==> config.mk <==
export PLATFORM = sky130hd
export DESIGN_NAME = vrf_read_port_scheduler
export DESIGN_NICKNAME = d
export VERILOG_FILES = /design/src/rtl/vrf_sched_pkg.sv /design/src/rtl/vrf_read_port_scheduler_rr_age_arbiter.sv /design/src/rtl/vrf_read_port_scheduler.sv
export SDC_FILE = /design/constraint.sdc
export NUM_CORES = 1
export LEC_CHECK = 0
export BUFFER_PORTS_ARGS = -buffer_cell sky130_fd_sc_hd__buf_2
export CAP_MARGIN = 15
export CORE_AREA = 2 2 75 77
export CTS_BUF_LIST = sky130_fd_sc_hd__clkbuf_2
export DETAILED_ROUTE_END_ITERATION = 16
export DIE_AREA = 0 0 77 79
export GPL_TIMING_DRIVEN = 0
export PLACE_DENSITY = 0.82
export SYNTH_ARGS = -nofsm -noshare
export SYNTH_HDL_FRONTEND = slang
export SYNTH_SLANG_ARGS = --single-unit
==> constraint.sdc <==
create_clock -name clock -period 6.11 [get_ports clock]
set_clock_uncertainty 0.05 [all_clocks]
set_input_delay 0.3055 -clock clock [delete_from_list [all_inputs] [get_ports clock]]
set_output_delay 0.3055 -clock clock [all_outputs]
set_load 0.02 [all_outputs]
==> src/rtl/vrf_sched_pkg.sv <==
// Shared types for the VRF read-port scheduler.
//   VS_W/OFS_W/SRC_W/IDX_W : field widths of one VRF read request
//   vrf_read_req_t         : one read request {vs, offset, readSource, instructionIndex}
package vrf_sched_pkg;
  localparam int VS_W  = 5;
  localparam int OFS_W = 9;
  localparam int SRC_W = 2;
  localparam int IDX_W = 3;

  typedef struct packed {
    logic [VS_W-1:0]  vs;
    logic [OFS_W-1:0] offset;
    logic [SRC_W-1:0] readSource;
    logic [IDX_W-1:0] instructionIndex;
  } vrf_read_req_t;
endpackage

==> src/rtl/vrf_read_port_scheduler_rr_age_arbiter.sv <==
// Round-robin arbiter with starvation-age override and stall lock.
// Ports:
//   clock, reset   : clock, synchronous active-high reset
//   req_valid_i    : per-requester request valid
//   vrf_ready_i    : VRF accepts the granted request this cycle
//   grant_o        : one-hot (or zero) grant
//   fire_o         : granted request accepted by the VRF this cycle
module rr_age_arbiter #(
  parameter int NUM_REQ      = 4,
  parameter int STARVE_LIMIT = 7
) (
  input  logic               clock,
  input  logic               reset,
  input  logic [NUM_REQ-1:0] req_valid_i,
  input  logic               vrf_ready_i,
  output logic [NUM_REQ-1:0] grant_o,
  output logic               fire_o
);
  localparam int PTR_W = $clog2(NUM_REQ);
  localparam int CNT_W = $clog2(STARVE_LIMIT + 1);
  localparam logic [CNT_W-1:0] CNT_MAX  = CNT_W'(STARVE_LIMIT);
  localparam logic [PTR_W-1:0] LAST_IDX = PTR_W'(NUM_REQ - 1);

  logic [PTR_W-1:0]              ptr_q, ptr_d;
  logic [PTR_W-1:0]              lock_idx_q, lock_idx_d;
  logic                          lock_q, lock_d;
  logic [NUM_REQ-1:0][CNT_W-1:0] cnt_q, cnt_d;

  logic [PTR_W-1:0] gnt_idx;
  logic             gnt_any;
  logic             starve_hit;

  // Grant: lock > starved (lowest index) > round-robin from pointer.
  // Loops run high-to-low so the lowest qualifying index wins last.
  always_comb begin
    gnt_idx    = '0;
    gnt_any    = 1'b0;
    starve_hit = 1'b0;
    if (lock_q && req_valid_i[lock_idx_q]) begin
      gnt_any = 1'b1;
      gnt_idx = lock_idx_q;
    end else begin
      for (int i = NUM_REQ - 1; i >= 0; i--) begin
        if (req_valid_i[i] && cnt_q[i] == CNT_MAX) begin
          starve_hit = 1'b1;
          gnt_idx    = PTR_W'(i);
        end
      end
      if (starve_hit) begin
        gnt_any = 1'b1;
      end else begin
        for (int k = NUM_REQ - 1; k >= 0; k--) begin
          if (req_valid_i[(int'(ptr_q) + k) % NUM_REQ]) begin
            gnt_any = 1'b1;
            gnt_idx = PTR_W'((int'(ptr_q) + k) % NUM_REQ);
          end
        end
      end
    end
    grant_o = '0;
    if (gnt_any) grant_o[gnt_idx] = 1'b1;
  end

  assign fire_o = gnt_any & vrf_ready_i;

  always_comb begin
    ptr_d      = ptr_q;
    lock_d     = lock_q;
    lock_idx_d = lock_idx_q;
    cnt_d      = cnt_q;

    if (fire_o) ptr_d = (gnt_idx == LAST_IDX) ? '0 : gnt_idx + PTR_W'(1);

    // A stalled grant is pinned so index and fields stay stable until fire.
    // Dropping the locked requester's valid releases the lock defensively.
    if (fire_o) begin
      lock_d = 1'b0;
    end else if (gnt_any && !vrf_ready_i) begin
      lock_d     = 1'b1;
      lock_idx_d = gnt_idx;
    end else if (lock_q && !req_valid_i[lock_idx_q]) begin
      lock_d = 1'b0;
    end

    for (int i = 0; i < NUM_REQ; i++) begin
      if (!req_valid_i[i] || (fire_o && grant_o[i])) cnt_d[i] = '0;
      else if (cnt_q[i] != CNT_MAX)                  cnt_d[i] = cnt_q[i] + CNT_W'(1);
    end
  end

  always_ff @(posedge clock) begin
    if (reset) begin
      ptr_q      <= '0;
      lock_q     <= 1'b0;
      lock_idx_q <= '0;
      cnt_q      <= '0;
    end else begin
      ptr_q      <= ptr_d;
      lock_q     <= lock_d;
      lock_idx_q <= lock_idx_d;
      cnt_q      <= cnt_d;
    end
  end
endmodule

==> src/rtl/vrf_read_port_scheduler.sv <==
// Shares one VRF bank read port among NUM_REQ read pipes and routes the read
// data back to the winner READ_LATENCY cycles after the request fires.
// Ports:
//   clock, reset          : clock, synchronous active-high reset
//   req_*                 : per-requester valid/ready and packed request fields
//   vrf_*                 : muxed request to the VRF port, vrf_read_data return
//   resp_valid/resp_data  : one-hot response strobe, broadcast read data
//   busy                  : request presented or any response still in flight
module vrf_read_port_scheduler
  import vrf_sched_pkg::*;
#(
  parameter int NUM_REQ      = 4,
  parameter int READ_LATENCY = 2,
  parameter int STARVE_LIMIT = 7,
  parameter int DATA_W       = 32
) (
  input  logic                     clock,
  input  logic                     reset,
  input  logic [NUM_REQ-1:0]       req_valid,
  output logic [NUM_REQ-1:0]       req_ready,
  input  logic [NUM_REQ*VS_W-1:0]  req_vs,
  input  logic [NUM_REQ*OFS_W-1:0] req_offset,
  input  logic [NUM_REQ*SRC_W-1:0] req_readSource,
  input  logic [NUM_REQ*IDX_W-1:0] req_instructionIndex,
  output logic                     vrf_valid,
  input  logic                     vrf_ready,
  output logic [VS_W-1:0]          vrf_vs,
  output logic [OFS_W-1:0]         vrf_offset,
  output logic [SRC_W-1:0]         vrf_readSource,
  output logic [IDX_W-1:0]         vrf_instructionIndex,
  input  logic [DATA_W-1:0]        vrf_read_data,
  output logic [NUM_REQ-1:0]       resp_valid,
  output logic [DATA_W-1:0]        resp_data,
  output logic                     busy
);
  logic [NUM_REQ-1:0]                     grant;
  logic                                   fire;
  vrf_read_req_t [NUM_REQ-1:0]            req_arr;
  vrf_read_req_t                          req_sel;
  logic [READ_LATENCY-1:0][NUM_REQ-1:0]   tag_pipe_q;

  rr_age_arbiter #(
    .NUM_REQ      (NUM_REQ),
    .STARVE_LIMIT (STARVE_LIMIT)
  ) u_arb (
    .clock       (clock),
    .reset       (reset),
    .req_valid_i (req_valid),
    .vrf_ready_i (vrf_ready),
    .grant_o     (grant),
    .fire_o      (fire)
  );

  for (genvar g = 0; g < NUM_REQ; g++) begin : g_slice
    assign req_arr[g] = {req_vs[g*VS_W +: VS_W], req_offset[g*OFS_W +: OFS_W],
                         req_readSource[g*SRC_W +: SRC_W],
                         req_instructionIndex[g*IDX_W +: IDX_W]};
  end

  always_comb begin
    req_sel = '0;
    for (int i = 0; i < NUM_REQ; i++) begin
      if (grant[i]) req_sel = req_arr[i];
    end
  end

  assign vrf_valid            = |grant;
  assign req_ready            = grant & {NUM_REQ{vrf_ready}};
  assign vrf_vs               = req_sel.vs;
  assign vrf_offset           = req_sel.offset;
  assign vrf_readSource       = req_sel.readSource;
  assign vrf_instructionIndex = req_sel.instructionIndex;

  // One-hot tag follows each fired request; the VRF has fixed latency so the
  // pipe never stalls and responses come back in issue order.
  always_ff @(posedge clock) begin
    if (reset) begin
      tag_pipe_q <= '0;
    end else begin
      tag_pipe_q[0] <= grant & {NUM_REQ{fire}};
      for (int s = 1; s < READ_LATENCY; s++) tag_pipe_q[s] <= tag_pipe_q[s-1];
    end
  end

  assign resp_valid = tag_pipe_q[READ_LATENCY-1];
  assign resp_data  = vrf_read_data;
  assign busy       = vrf_valid | (|tag_pipe_q);
endmodule

# After elaboration in Yosys (flattened, before gate mapping)

Cells that the tools add are included.

Register bits after elaboration: 25
Latch bits: 0
Bits in writable memories: 0
ROM bits: 0
Bits of input ports: 115
Output and inout port bits: 61
Word-level logic and storage cells: 119
Memories kept: 0

Add/subtract/negate cells: 8
Multiply operators: 0
Div/mod/pow operators: 0
Order comparisons: 7
Equal/unequal tests: 9
Shift operators: 0
Multiplexer cells: 44
Bitwise gates (word level): 8
Reduce and logical (&&, ||, !) cells: 34

Operator list:

| kind                                                                                | number |
|---|---|
| 19-bit two-way mux                                                                  | 4 |
| 1-bit two-way mux                                                                   | 22 |
| 2-bit two-way mux                                                                   | 11 |
| 2-bit OR reduction                                                                  | 8 |
| 3-bit by 1-bit adder with 3-bit output, second input constant                       | 4 |
| 3-bit equality test, second input constant                                          | 4 |
| 1-bit logical AND                                                                   | 12 |
| 3-bit by 4-bit < comparator with 1-bit output, second input constant                | 3 |
| 3-bit inequality test, second input constant                                        | 4 |
| 1-bit binary-select mux with 2-bit select                                           | 5 |
| 2-bit by 3-bit < comparator with 1-bit output, second input constant                | 3 |
| 4-bit AND                                                                           | 2 |
| 8-bit OR reduction                                                                  | 1 |
| 1-bit logical NOT                                                                   | 6 |
| 2-bit by 1-bit adder with 2-bit output, second input constant                       | 2 |
| 2-bit adder, second input constant                                                  | 2 |
| 1-bit logical OR                                                                    | 4 |
| 4-bit two-way mux                                                                   | 1 |
| 4-bit OR reduction                                                                  | 1 |
| 1-bit AND, first input constant                                                     | 3 |
| 1-bit demux with 2-bit select                                                       | 1 |
| 2-bit equality test, second input constant                                          | 1 |
| 2-bit by 1-bit greater-or-equal comparator with 1-bit output, second input constant | 1 |
| 2-bit AND reduction                                                                 | 1 |
| other kinds (4)                                                                     | 4 |

# Logic depth before layout (Yosys ltp)

Gate-level depths: netlist of run 1.

Depth after elaboration: 21
Depth in mapped cells: 13

# Hierarchy

Synthesis of run 1 repeated with hierarchy kept, for this count alone.

Cell total of the unflattened synthesis: 247
Area total of the unflattened synthesis: 2164.6 um2

By module, submodules not included:

| module                  | times used | cells an instance | area an instance (um2) |
|---|---|---|---|
| vrf_read_port_scheduler | 1          | 135               | 1137.3 |
| rr_age_arbiter          | 1          | 112               | 1027.2 |

# Least setup slack after synthesis of run 1

OpenSTA, ideal clock, no wires.

Path kind: flip-flop to output port
Start point: reg u_arb.cnt_q[0] (netlist name)
End point: out vrf_offset[4]
Data arrival time: 2.896 ns
Data required time: 5.754 ns
Path slack: 2.859 ns
Cell stages (with the launch flop): 14
Cell sequence: dfxtp_1 > ha_1 > ha_1 > clkbuf_1 > a22o_1 > a221oi_1 > a31oi_1 > mux2_2 > ha_1 > and3b_1 > buf_6 > buf_8 > a22oi_1 > a21oi_1

Longest elaborated chain between the ends: 18
Elaborated cells on any way between the ends: 23

RTL lines:

| item                                                                                                                                                       | RTL line                                      | RTL |
|---|---|---|
| start: declaration                                                                                                                                         | vrf_read_port_scheduler_rr_age_arbiter.sv:27  | `logic [NUM_REQ-1:0][CNT_W-1:0] cnt_q, cnt_d;` |
| start signal: assignment                                                                                                                                   | vrf_read_port_scheduler_rr_age_arbiter.sv:101 | `cnt_q <= cnt_d;` |
| 3-bit equality test *                                                                                                                                      | vrf_read_port_scheduler_rr_age_arbiter.sv:44  | `if (req_valid_i[i] && cnt_q[i] == CNT_MAX) begin` |
| 1-bit logical AND *                                                                                                                                        | vrf_read_port_scheduler_rr_age_arbiter.sv:44  |  |
| 2-bit two-way mux                                                                                                                                          | vrf_read_port_scheduler_rr_age_arbiter.sv:44  |  |
| 2-bit two-way mux (4 in series)                                                                                                                            | vrf_read_port_scheduler_rr_age_arbiter.sv:53  | `if (req_valid_i[(int'(ptr_q) + k) % NUM_REQ]) begin` |
| 2-bit two-way mux *                                                                                                                                        | vrf_read_port_scheduler_rr_age_arbiter.sv:49  | `if (starve_hit) begin` |
| 2-bit two-way mux *                                                                                                                                        | vrf_read_port_scheduler_rr_age_arbiter.sv:39  | `if (lock_q && req_valid_i[lock_idx_q]) begin` |
| via u_arb.gnt_idx[0]                                                                                                                                       | vrf_read_port_scheduler_rr_age_arbiter.sv:29  | `logic [PTR_W-1:0] gnt_idx;` |
| 2-bit by 3-bit < comparator with 1-bit output (not written as such) / 2-bit by 1-bit greater-or-equal comparator with 1-bit output (equally long branches) | vrf_read_port_scheduler_rr_age_arbiter.sv:61  | `if (gnt_any) grant_o[gnt_idx] = 1'b1;` |
| 1-bit logical AND (not written as such)                                                                                                                    | vrf_read_port_scheduler_rr_age_arbiter.sv:61  |  |
| 1-bit two-way mux (not written as such)                                                                                                                    | vrf_read_port_scheduler_rr_age_arbiter.sv:61  |  |
| 1-bit demux with 2-bit select *                                                                                                                            | -                                             |  |
| 4-bit two-way mux *                                                                                                                                        | vrf_read_port_scheduler_rr_age_arbiter.sv:61  |  |
| 19-bit two-way mux (3 in series)                                                                                                                           | vrf_read_port_scheduler.sv:63                 | `if (grant[i]) req_sel = req_arr[i];` |
| 19-bit two-way mux *                                                                                                                                       | vrf_read_port_scheduler.sv:63                 |  |
| end: declaration                                                                                                                                           | vrf_read_port_scheduler.sv:28                 | `output logic [OFS_W-1:0] vrf_offset,` |

Mark *: on every way through the listed nets, which the timed path passes. The rest lies on a longest branch. The select of a mux whose other input is x is not followed.

# Worst setup path in the final report of run 1

Start point: reg u_arb.cnt_q[0] (netlist name)
End point: out vrf_instructionIndex[1]

Longest elaborated chain between the ends: 18
Elaborated cells on any way between the ends: 23

RTL lines:

| item                                                                                                                                                       | RTL line                                     | RTL |
|---|---|---|
| 3-bit equality test *                                                                                                                                      | vrf_read_port_scheduler_rr_age_arbiter.sv:44 |  |
| 1-bit logical AND *                                                                                                                                        | vrf_read_port_scheduler_rr_age_arbiter.sv:44 |  |
| 2-bit two-way mux                                                                                                                                          | vrf_read_port_scheduler_rr_age_arbiter.sv:44 |  |
| 2-bit two-way mux (4 in series)                                                                                                                            | vrf_read_port_scheduler_rr_age_arbiter.sv:53 |  |
| 2-bit two-way mux *                                                                                                                                        | vrf_read_port_scheduler_rr_age_arbiter.sv:49 |  |
| 2-bit two-way mux *                                                                                                                                        | vrf_read_port_scheduler_rr_age_arbiter.sv:39 |  |
| via u_arb.gnt_idx[0]                                                                                                                                       | vrf_read_port_scheduler_rr_age_arbiter.sv:29 |  |
| 2-bit by 3-bit < comparator with 1-bit output (not written as such) / 2-bit by 1-bit greater-or-equal comparator with 1-bit output (equally long branches) | vrf_read_port_scheduler_rr_age_arbiter.sv:61 |  |
| 1-bit logical AND (not written as such)                                                                                                                    | vrf_read_port_scheduler_rr_age_arbiter.sv:61 |  |
| 1-bit two-way mux (not written as such)                                                                                                                    | vrf_read_port_scheduler_rr_age_arbiter.sv:61 |  |
| 1-bit demux with 2-bit select *                                                                                                                            | -                                            |  |
| 4-bit two-way mux *                                                                                                                                        | vrf_read_port_scheduler_rr_age_arbiter.sv:61 |  |
| 19-bit two-way mux (3 in series)                                                                                                                           | vrf_read_port_scheduler.sv:63                |  |
| 19-bit two-way mux *                                                                                                                                       | vrf_read_port_scheduler.sv:63                |  |
| end: declaration                                                                                                                                           | vrf_read_port_scheduler.sv:30                | `output logic [IDX_W-1:0] vrf_instructionIndex,` |

Marks and branches as above.

==> metrics.csv, run 1 <==
stage,metric,value,unit
timing,rsz0062_at_grt,no,
timing,finalHoldViolCount,0,
cells_and_area,area_growth,39.1,%
yosys,syn_area,0.00206,mm^2
worst_setup_path,cp.required,5.75,ns
clock_tree,root_buffer,clkbuf_2,
yosys,yosys-top-cells-area,"dfxtp_1, buf_4, ha_1, a22oi_1, o22ai_1",
worst_setup_path,critPathLaunchType,register,
flow_run,cap_violations,0,
worst_setup_path,critPathCaptureType,primary output,
clock_tree,clk_pin_slew,0.24,ns
grt,gr-usage-all-layers,21.3,%
floorplanning,rows,27,
floorplanning,start_util,38.7,%
worst_setup_path,cpPeakStageDelay,0.41,ns
grt,antenna_found_initial,0,
yosys,synth.yosys.seq_area_share,24.3,%
timing,worst_pin_slew,0.699,ns
pwr,powerDensity,209,mW/mm^2
route,vias,2382,
route,drc_errors,0,
cells_and_area,final_util,53.8,%
yosys,async_reset_ff_share,0,%
yosys,synth_edf_count,0,
clock_tree,cts_hold_buf,0,
yosys,ys.warnings.count,0,
route,ant_nets,0,
worst_setup_path,arrival,3.85,ns
worst_setup_path,cp_top_family,compound AO/OA/AOI/OAI gates,
route,dr.pass1.iters,5,
timing,layout_worst_path_cycle_share,68.8,%
worst_setup_path,crit_path_frequent_cell,ha_1,
yosys,syn-num-nets,377,
grt,grt_pass1_wl,10400,um
placement,gp_congestion,0.857,
outcome,outcome,finished clean,
yosys,synth-seq-cells,25,
grt,gr-total-overflow,0,
route,routedWlPerCell,15.1,um
worst_setup_path,path_class,reg2out,
timing,timing.setup.tns,0,ns
floorplanning,dieHeight,79,um
placement,dp_slack,2.40,ns
route,first_iter_violations,125,
cells_and_area,nNetsFinal,521,
worst_setup_path,crit_fanout,10,
clock_tree,cts_buffers,3,
timing,layout_setup_ws,1.91,ns
floorplanning,die_width,77,um
pwr,p_leak,1.46,nW
clock_tree,cts_resized,0,
timing,relSlewSlack,53.4,%
floorplanning,io_pins,176,
worst_setup_path,reg2reg_depth,10,
timing,finalMaxSlewViolations,0,
clock_tree,cts_tree,yes,
worst_setup_path,cp_cell_sequence,ha_1 -> ha_1 -> clkbuf_1 -> a22o_1 -> a221oi_1 -> a31oi_1 -> mux2_2 -> ha_1 -> o21ai_0 -> clkbuf_1 -> a21oi_1 -> buf_2,
cells_and_area,drive_gt1_share,49.6,%
cells_and_area,fill_cells,515,
grt,grt_pass1_vias,2087,
cells_and_area,num_antenna_cells,0,
floorplanning,fp.coreArea,0.00534,mm^2
timing,final.min_clock_period,4.20,ns
yosys,avgSynthCellArea,8.25,um^2
worst_setup_path,worst-path-buf-inv,3,
clock_tree,clk_latency,0.35,ns
timing,fmax,238,MHz
yosys,syn_inst,250,
placement,io_buffers,139,
yosys,synth.top_cell.area_share,24.3,%
yosys,synth_ff_type,dfxtp_1,
timing,finalSetupViolations,0,
clock_tree,cts_max_level,1,
grt,grt_max_degree,15,
pwr,peakVddDrop,102,uV
floorplanning,die-area,0.00608,mm^2
clock_tree,clockBufferDepth,2,
route,viasPerCell,5.12,
yosys,synth.distinct_cells,48,
clock_tree,post_cts_buffers,0,
yosys,synth_area_leader_cell,dfxtp_1,
placement,hpwl,5800,um
worst_setup_path,cp.depth,12,
route,totalWireLength,7030,um
hold_path,min_path_cells,3,
clock_tree,numClockSinks,25,
hold_path,hold_class,in2reg,
worst_setup_path,critPathSlowestCell,clkbuf_1,
==> state kept, by name (all words and copies together), names as in the netlist <==
signal and cells:
tag_pipe_q 4, u_arb.cnt_q 12, resp_valid 4, u_arb.lock_q 1
u_arb.lock_idx_q 2, u_arb.ptr_q 2
==> cell usage in the layout (no fill, tap or decap), types with 4 or more instances in the layout <==
master | Yosys | final
a22oi_1 | 19 | 19
nor2b_1 | 6 | 6
clkbuf_1 | 7 | 7
buf_2 | 4 | 143
ha_1 | 12 | 12
nor2_1 | 18 | 18
and2_1 | 8 | 8
a21oi_1 | 22 | 22
nand2b_1 | 4 | 4
dfxtp_1 | 25 | 25
buf_4 | 38 | 38
mux2i_1 | 11 | 11
o22ai_1 | 21 | 21
xor2_1 | 4 | 4
nand2_1 | 8 | 8
==> Yosys cell counts, types with 2 or more instances <==
| cell type | number |
|---|---|
| a211o_1 | 2 |
| buf_2 | 4 |
| a22oi_1 | 19 |
| nor2_1 | 18 |
| nor2b_1 | 6 |
| o22ai_1 | 21 |
| nand3b_1 | 2 |
| a21oi_1 | 22 |
| buf_6 | 3 |
| o21ai_0 | 3 |
| clkbuf_1 | 7 |
| nor4_1 | 2 |
| inv_1 | 3 |
| mux2i_1 | 11 |
| buf_4 | 38 |
| nor3_1 | 2 |
| nand2b_1 | 4 |
| dfxtp_1 | 25 |
| ha_1 | 12 |
| nand2_1 | 8 |
| xor2_1 | 4 |
| and2_1 | 8 |
==> where the power goes <==
group | internal, mW | switching [mW]
Combinational | 0.145 | 0.214
Clock | 0.0148 | 0.0487
Sequential | 0.172 | 0.00659
Total | 0.332 | 0.269
==> kinds of logic after synthesis <==
kind of cell               Yosys count  share of synthesized area, %
AOI/OAI and AO/OA                   81                          26.3
xor gates and xnor gates             4                          1.70
adders and majority gates           12                          7.28
buffers and inverters               57                          19.2
DFF                                 25                          24.3
muxes                               12                          5.88
and+or+nand+nor                     59                          15.4
==> worst register-to-register path, stage by stage (launching register included) <==
cell      delay [ns]
dfxtp_1         0.38
ha_1            0.20
ha_1            0.17
clkbuf_1        0.18
a22o_1          0.29
a221oi_1        0.34
a31oi_1         0.22
mux2_2          0.33
ha_1            0.28
a211o_1         0.35
nor2_1          0.11
==> routing by layer <==
| layer | wire length [um] | GRT usage, % |
|---|---|---|
| met4 | 47 | 4.82 |
| met2 | 3250 | 34.0 |
| met5 | 0 | 0 |
| met3 | 530 | 2.84 |
| met1 | 3200 | 30.7 |
==> path summary, 6_finish.rpt <==
kind                                                  start                            to  slack, ns
worst max-delay path            u_arb.cnt_q[0]$_SDFFE_PP0P_       vrf_instructionIndex[1]       1.91
worst min register to register     tag_pipe_q[2]$_SDFF_PP0_      resp_valid[2]$_SDFF_PP0_       0.43
worst min-delay path                           req_valid[3]  u_arb.cnt_q[11]$_SDFFE_PP0P_       0.21
worst max register to register  u_arb.cnt_q[0]$_SDFFE_PP0P_   u_arb.cnt_q[3]$_SDFFE_PP0P_       3.17
==> stage by stage <==
step	hold WS (ns)	cell area [um^2]	std cells	total power, mW
3_3_place_gp	0.399	2850	461	0.535
5_1_grt	0.194	2870	465	0.637
6_report	0.209	2870	465	0.600
4_1_cts	0.184	2870	465	0.604
3_5_place_dp	0.400	2850	461	0.539
2_1_floorplan	0.389	2060	250	0.414
==> cell type report <==
| class | count | area, um^2 | share of cell area (%) |
|---|---|---|---|
| sequential | 25 | 500 | 17.4 |
| multi-input combinational | 168 | 1170 | 40.7 |
| clock buffer | 3 | 15.0 | 0.523 |
| tap | 72 | 90.1 | 3.14 |
| timing repair buffer | 139 | 696 | 24.2 |
| clock inverter | 1 | 5.00 | 0.174 |
| buffer | 54 | 384 | 13.4 |
| inverter | 3 | 11.3 | 0.392 |
(Power assumes the default switching activity.)
==> run 2, diff against run 1 <==
==> constraint.sdc (replaced) <==
create_clock -name clock -period 3.9 [get_ports clock]
set_clock_uncertainty 0.05 [all_clocks]
set_input_delay 0.195 -clock clock [delete_from_list [all_inputs] [get_ports clock]]
set_output_delay 0.195 -clock clock [all_outputs]
set_load 0.02 [all_outputs]
==> metrics.csv, run 2 (synthesis gave the netlist of run 1 again) <==
stage,metric,value,unit
placement,io_buffers,139,
timing,layout_worst_path_cycle_share,94.8,%
floorplanning,die-area,0.00608,mm^2
route,drc_errors,0,
floorplanning,die_width,77,um
grt,gr-total-overflow,0,
clock_tree,clk_pin_slew,0.23,ns
clock_tree,numClockSinks,25,
clock_tree,cts_buffers,3,
timing,relSlewSlack,53.4,%
cells_and_area,nNetsFinal,521,
route,totalWireLength,7080,um
floorplanning,io_pins,176,
clock_tree,root_buffer,clkbuf_2,
route,first_iter_violations,160,
pwr,powerDensity,327,mW/mm^2
grt,met1_usage,30.8,%
grt,antenna_found_initial,0,
timing,whs,0.107,ns
cells_and_area,final_util,54.6,%
route,viasPerCell,5.13,
cells_and_area,final_common_cell,buf_2,
floorplanning,fp.coreArea,0.00534,mm^2
floorplanning,rows,27,
worst_setup_path,crit_path_frequent_cell,ha_1,
worst_setup_path,cp_cell_sequence,ha_1 -> ha_1 -> clkbuf_1 -> a22o_1 -> a221oi_2 -> a31oi_2 -> mux2_2 -> ha_2 -> and3b_1 -> buf_6 -> buf_8 -> a22oi_1 -> a21oi_1 -> buf_4,
clock_tree,clockBufferDepth,2,
worst_setup_path,r2r-start,u_arb.cnt_q[3]$_SDFFE_PP0P_,
route,vias,2385,
worst_setup_path,critPathSlowestCell,dfxtp_1,
placement,place_area,0.00285,mm^2
pwr,p_leak,1.47,nW
cells_and_area,num_antenna_cells,0,
floorplanning,dieHeight,79,um
route,ant_nets,0,
flow_run,cap_violations,0,
clock_tree,cts_hold_buf,0,
timing,finalMaxSlewViolations,0,
worst_setup_path,critPathCaptureType,primary output,
timing,fmax,271,MHz
timing,finalSetupViolations,0,
placement,hpwl,5800,um
cells_and_area,largest_reg_flops,12,
worst_setup_path,cp-startpoint,u_arb.cnt_q[3]$_SDFFE_PP0P_,
route,routedWlPerCell,15.2,um
timing,final.min_clock_period,3.70,ns
placement,gp_congestion,0.857,
grt,grt_pass1_wl,10500,um
hold_path,hold_start,req_valid[3],
worst_setup_path,crit_fanout,10,
placement,dp_slack,0.297,ns
hold_path,hold_class,in2reg,
grt,use_met3,2.84,%
floorplanning,start_util,38.7,%
cells_and_area,drive_gt1_share,51.7,%
route,dr.pass1.iters,5,
grt,grt_pass1_vias,2097,
worst_setup_path,path_class,reg2out,
cells_and_area,layout_common_cells,"buf_2, buf_4, dfxtp_1",
worst_setup_path,cp.required,3.65,ns
timing,worst_pin_slew,0.698,ns
clock_tree,cts_tree,yes,
grt,gr-usage-all-layers,21.5,%
cells_and_area,largest_register,u_arb.cnt_q,
outcome,outcome,finished clean,
timing,layout_setup_ws,0.204,ns
clock_tree,cts_max_level,1,
pwr,total_power,0.954,mW
worst_setup_path,arrival,3.45,ns
grt,busiest_layer,met2,
pwr,peakVddDrop,160,uV
worst_setup_path,cpPeakStageDelay,0.37,ns
timing,finalHoldViolCount,0,
cells_and_area,area_growth,41.3,%
worst_setup_path,critPathLaunchType,register,
cells_and_area,stdcell_area,0.00292,mm^2
worst_setup_path,cp_top_family,compound AO/OA/AOI/OAI gates,
cells_and_area,fill_cells,515,
grt,use_met2,34.4,%
grt,grt_max_degree,15,
clock_tree,clk_latency,0.36,ns
worst_setup_path,worst-path-buf-inv,4,
[run 2: cell types whose count changed in the layout (fill, tap and decap cells not counted), moves of 2 or more]
cell      before  now
clkbuf_1       7    4
clkbuf_2       3    5
ha_1          12   10
ha_2           0    2
buf_4         38   41
buf_2        143  141
[run 2: tightest hold or removal path: cells and delay by family]
kind                   cells  cell delay [ns]
AND/OR/NAND/NOR            2             0.19
buffers and inverters      1             0.12
[run 2: layout make-up]
cell class	count	area (um^2)	share of cell area (%)
clock buffer	3	15.0	0.515
buffer	53	383	13.1
inverter	3	11.3	0.386
timing repair buffer	140	708	24.3
clock inverter	1	5.00	0.172
tap	72	90.1	3.09
multi-input combinational	168	1200	41.2
sequential	25	500	17.2
[run 2: per-layer routing]
layer  routed length (um)  vias to the layer above
li1                     -                     1173
met5                    0                        -
met2                 3300                      106
met3                  607                        5
met4                   48                        0
met1                 3130                     1101
[run 2: path summary, 6_finish.rpt]
path / endpoint / slack (ns) / cells past startpoint
setup reg to reg: u_arb.cnt_q[3]$_SDFFE_PP0P_ / 1.26 / 10
setup / recovery: vrf_vs[1] / 0.20 / 14
hold / removal: u_arb.cnt_q[11]$_SDFFE_PP0P_ / 0.11 / 3
hold reg to reg: resp_valid[2]$_SDFF_PP0_ / 0.43 / 1
[run 2: timing repair]
action,CTS,global route
pin swaps,1,1
setup endpoints to repair,20,19
buffers inserted,0,1
resized for setup,3,9
[run 2: power breakdown]
| group | switching, mW | total (mW) | internal (mW) |
|---|---|---|---|
| Combinational | 0.338 | 0.574 | 0.237 |
| Clock | 0.0774 | 0.101 | 0.0232 |
| Sequential | 0.0104 | 0.279 | 0.269 |
| Total | 0.425 | 0.954 | 0.529 |
[run 2: metrics by stage]
step	std cells	setup TNS, ns
2_1_floorplan	250	0
3_3_place_gp	461	0
3_5_place_dp	461	0
4_1_cts	465	0
5_1_grt	465	-0.00712
6_report	465	0
==> run 3, diff against run 2 <==
--- a/config.mk
+++ b/config.mk
@@ -5,14 +5,13 @@
 export SDC_FILE = /design/constraint.sdc
 export NUM_CORES = 1
 export LEC_CHECK = 0
-export BUFFER_PORTS_ARGS = -buffer_cell sky130_fd_sc_hd__buf_2
 export CAP_MARGIN = 15
 export CORE_AREA = 2 2 75 77
 export CTS_BUF_LIST = sky130_fd_sc_hd__clkbuf_2
 export DETAILED_ROUTE_END_ITERATION = 16
 export DIE_AREA = 0 0 77 79
+export DONT_BUFFER_PORTS = 1
 export GPL_TIMING_DRIVEN = 0
-export PLACE_DENSITY = 0.82
 export SYNTH_ARGS = -nofsm -noshare
 export SYNTH_HDL_FRONTEND = slang
 export SYNTH_SLANG_ARGS = --single-unit
==> metrics.csv, run 3 (synthesis gave the netlist of run 1 again) <==
stage,metric,value,unit
timing,timing.setup.tns,0,ns
worst_setup_path,r2r_slack,1.22,ns
timing,finalHoldViolCount,0,
worst_setup_path,r2r-end,u_arb.cnt_q[3]$_SDFFE_PP0P_,
placement,io_buffers,0,
route,routedWlPerCell,18.6,um
floorplanning,io_pins,176,
clock_tree,numClockSinks,25,
cells_and_area,layout_common_cells,"buf_4, dfxtp_1, o22ai_1",
hold_path,hold_class,in2reg,
route,dr.pass1.iters,4,
worst_setup_path,crit_fanout,10,
worst_setup_path,cp-startpoint,u_arb.cnt_q[0]$_SDFFE_PP0P_,
route,ant_nets,0,
route,viasPerCell,5.86,
timing,finalMaxSlewViolations,0,
worst_setup_path,path_class,reg2out,
clock_tree,cts_buffers,3,
clock_tree,cts_max_level,1,
cells_and_area,largest_register,u_arb.cnt_q,
placement,gp_congestion,0.777,
timing,layout_worst_path_cycle_share,93.9,%
floorplanning,dieHeight,79,um
floorplanning,die-area,0.00608,mm^2
worst_setup_path,reg2reg_depth,10,
cells_and_area,regArea,500,um^2
cells_and_area,drive_gt1_share,28.7,%
outcome,outcome,finished clean,
cells_and_area,nNetsFinal,386,
grt,grt_pass1_vias,1616,
clock_tree,root_buffer,clkbuf_2,
timing,rsz0062_at_grt,no,
timing,final.min_clock_period,3.66,ns
clock_tree,clk_latency,0.35,ns
timing,worst_pin_slew,0.771,ns
cells_and_area,multiInputGateArea,0.00127,mm^2
timing,whs,0.0380,ns
cells_and_area,stdcell_area,0.00231,mm^2
grt,grt_max_degree,15,
pwr,peakVddDrop,143,uV
pwr,powerDensity,376,mW/mm^2
cells_and_area,area_growth,12.2,%
cells_and_area,fill_cells,547,
timing,relSlewSlack,48.6,%
worst_setup_path,cp.required,3.65,ns
timing,finalSetupViolations,0,
worst_setup_path,arrival,3.42,ns
grt,gr-usage-all-layers,17.8,%
cells_and_area,num_antenna_cells,0,
grt,antenna_found_initial,0,
pwr,p_leak,0.931,nW
route,drc_errors,0,
floorplanning,die_width,77,um
grt,grt_pass1_wl,8450,um
worst_setup_path,critPathCaptureType,primary output,
placement,hpwl,4890,um
route,vias,1933,
floorplanning,start_util,38.7,%
worst_setup_path,critPathLaunchType,register,
route,first_iter_violations,88,
grt,gr-total-overflow,0,
worst_setup_path,r2r-start,u_arb.cnt_q[0]$_SDFFE_PP0P_,
clock_tree,clockBufferDepth,2,
cells_and_area,final_common_cell,buf_4,
cells_and_area,largest_reg_flops,12,
placement,place_area,0.00215,mm^2
clock_tree,clk_pin_slew,0.23,ns
clock_tree,cts_tree,yes,
route,totalWireLength,6140,um
floorplanning,rows,27,
worst_setup_path,crit_end,vrf_vs[1],
floorplanning,fp.coreArea,0.00534,mm^2
flow_run,cap_violations,0,
timing,fmax,273,MHz
[run 3: changes by cell type in the layout (fill, tap and decap cells not counted), sizes merged]
cell / previous run / this run
dlygate4sd3: 0 / 3
buf: 187 / 49
[run 3: worst min path at each step]
stage,startpoint,slack (ns),endpoint,cells after the start
after floorplan,reset,0.33,u_arb.lock_idx_q[0]$_SDFFE_PP0P_,2
after global placement,reset,0.34,u_arb.lock_idx_q[0]$_SDFFE_PP0P_,2
after detailed placement,reset,0.35,u_arb.lock_idx_q[0]$_SDFFE_PP0P_,2
after CTS,vrf_ready,0.0009,u_arb.cnt_q[5]$_SDFFE_PP0P_,2
after global routing,vrf_ready,0.008,u_arb.cnt_q[1]$_SDFFE_PP0P_,3
final,vrf_ready,0.04,u_arb.cnt_q[0]$_SDFFE_PP0P_,3
[run 3: worst max-delay path, stage by stage, from the launching register on]
cell	delay, ns
dfxtp_1	0.38
ha_1	0.20
ha_1	0.18
clkbuf_1	0.17
a22o_1	0.29
a221oi_2	0.23
a31oi_2	0.16
mux2_2	0.31
ha_1	0.28
nand2_2	0.20
buf_2	0.26
o22ai_1	0.15
a21oi_4	0.26
[run 3: metrics by stage]
stage               instances  setup slack, ns  total power [mW]  util (%)
global placement          322            0.277             0.720      40.3
floorplan                 250            0.759             0.649         -
finish                    330            0.239             0.870      43.4
CTS                       328         0.000560             0.848      41.8
detailed placement        322            0.249             0.723      40.3
global route              330           0.0106             0.926      43.4
[run 3: per-layer routing]
layer  share of wire [%]  vias to the layer above  track usage, %
li1                    -                      895               -
met1                  43                      911            25.6
met2                  44                      121            24.6
met3                  13                        6            8.18
met4                0.57                        0            2.14
met5                   0                        -               0
[run 3: report_power, final]
group	internal, mW	switching (mW)	total, mW	leakage [nW]
logic	0.166	0.320	0.487	0.710
registers	0.269	0.0103	0.279	0.204
clock network	0.0232	0.0802	0.103	0.0164
[run 3: cell type report]
cell class | instances | area share [%]
Multi-Input combinational cell | 168 | 54.7
Sequential cell | 25 | 21.6
Buffer | 54 | 16.8
Tap cell | 72 | 3.89
Timing Repair Buffer | 4 | 1.62
Clock buffer | 3 | 0.649
Inverter | 3 | 0.486
Clock inverter | 1 | 0.216
[run 3: repair_timing]
item	CTS	global route
hold buffers	2	1
gates cloned	0	0
setup endpoints to repair	10	21
hold endpoints to repair	19	7
gates resized for setup	10	17
buffers inserted	0	1
pin swaps	0	6
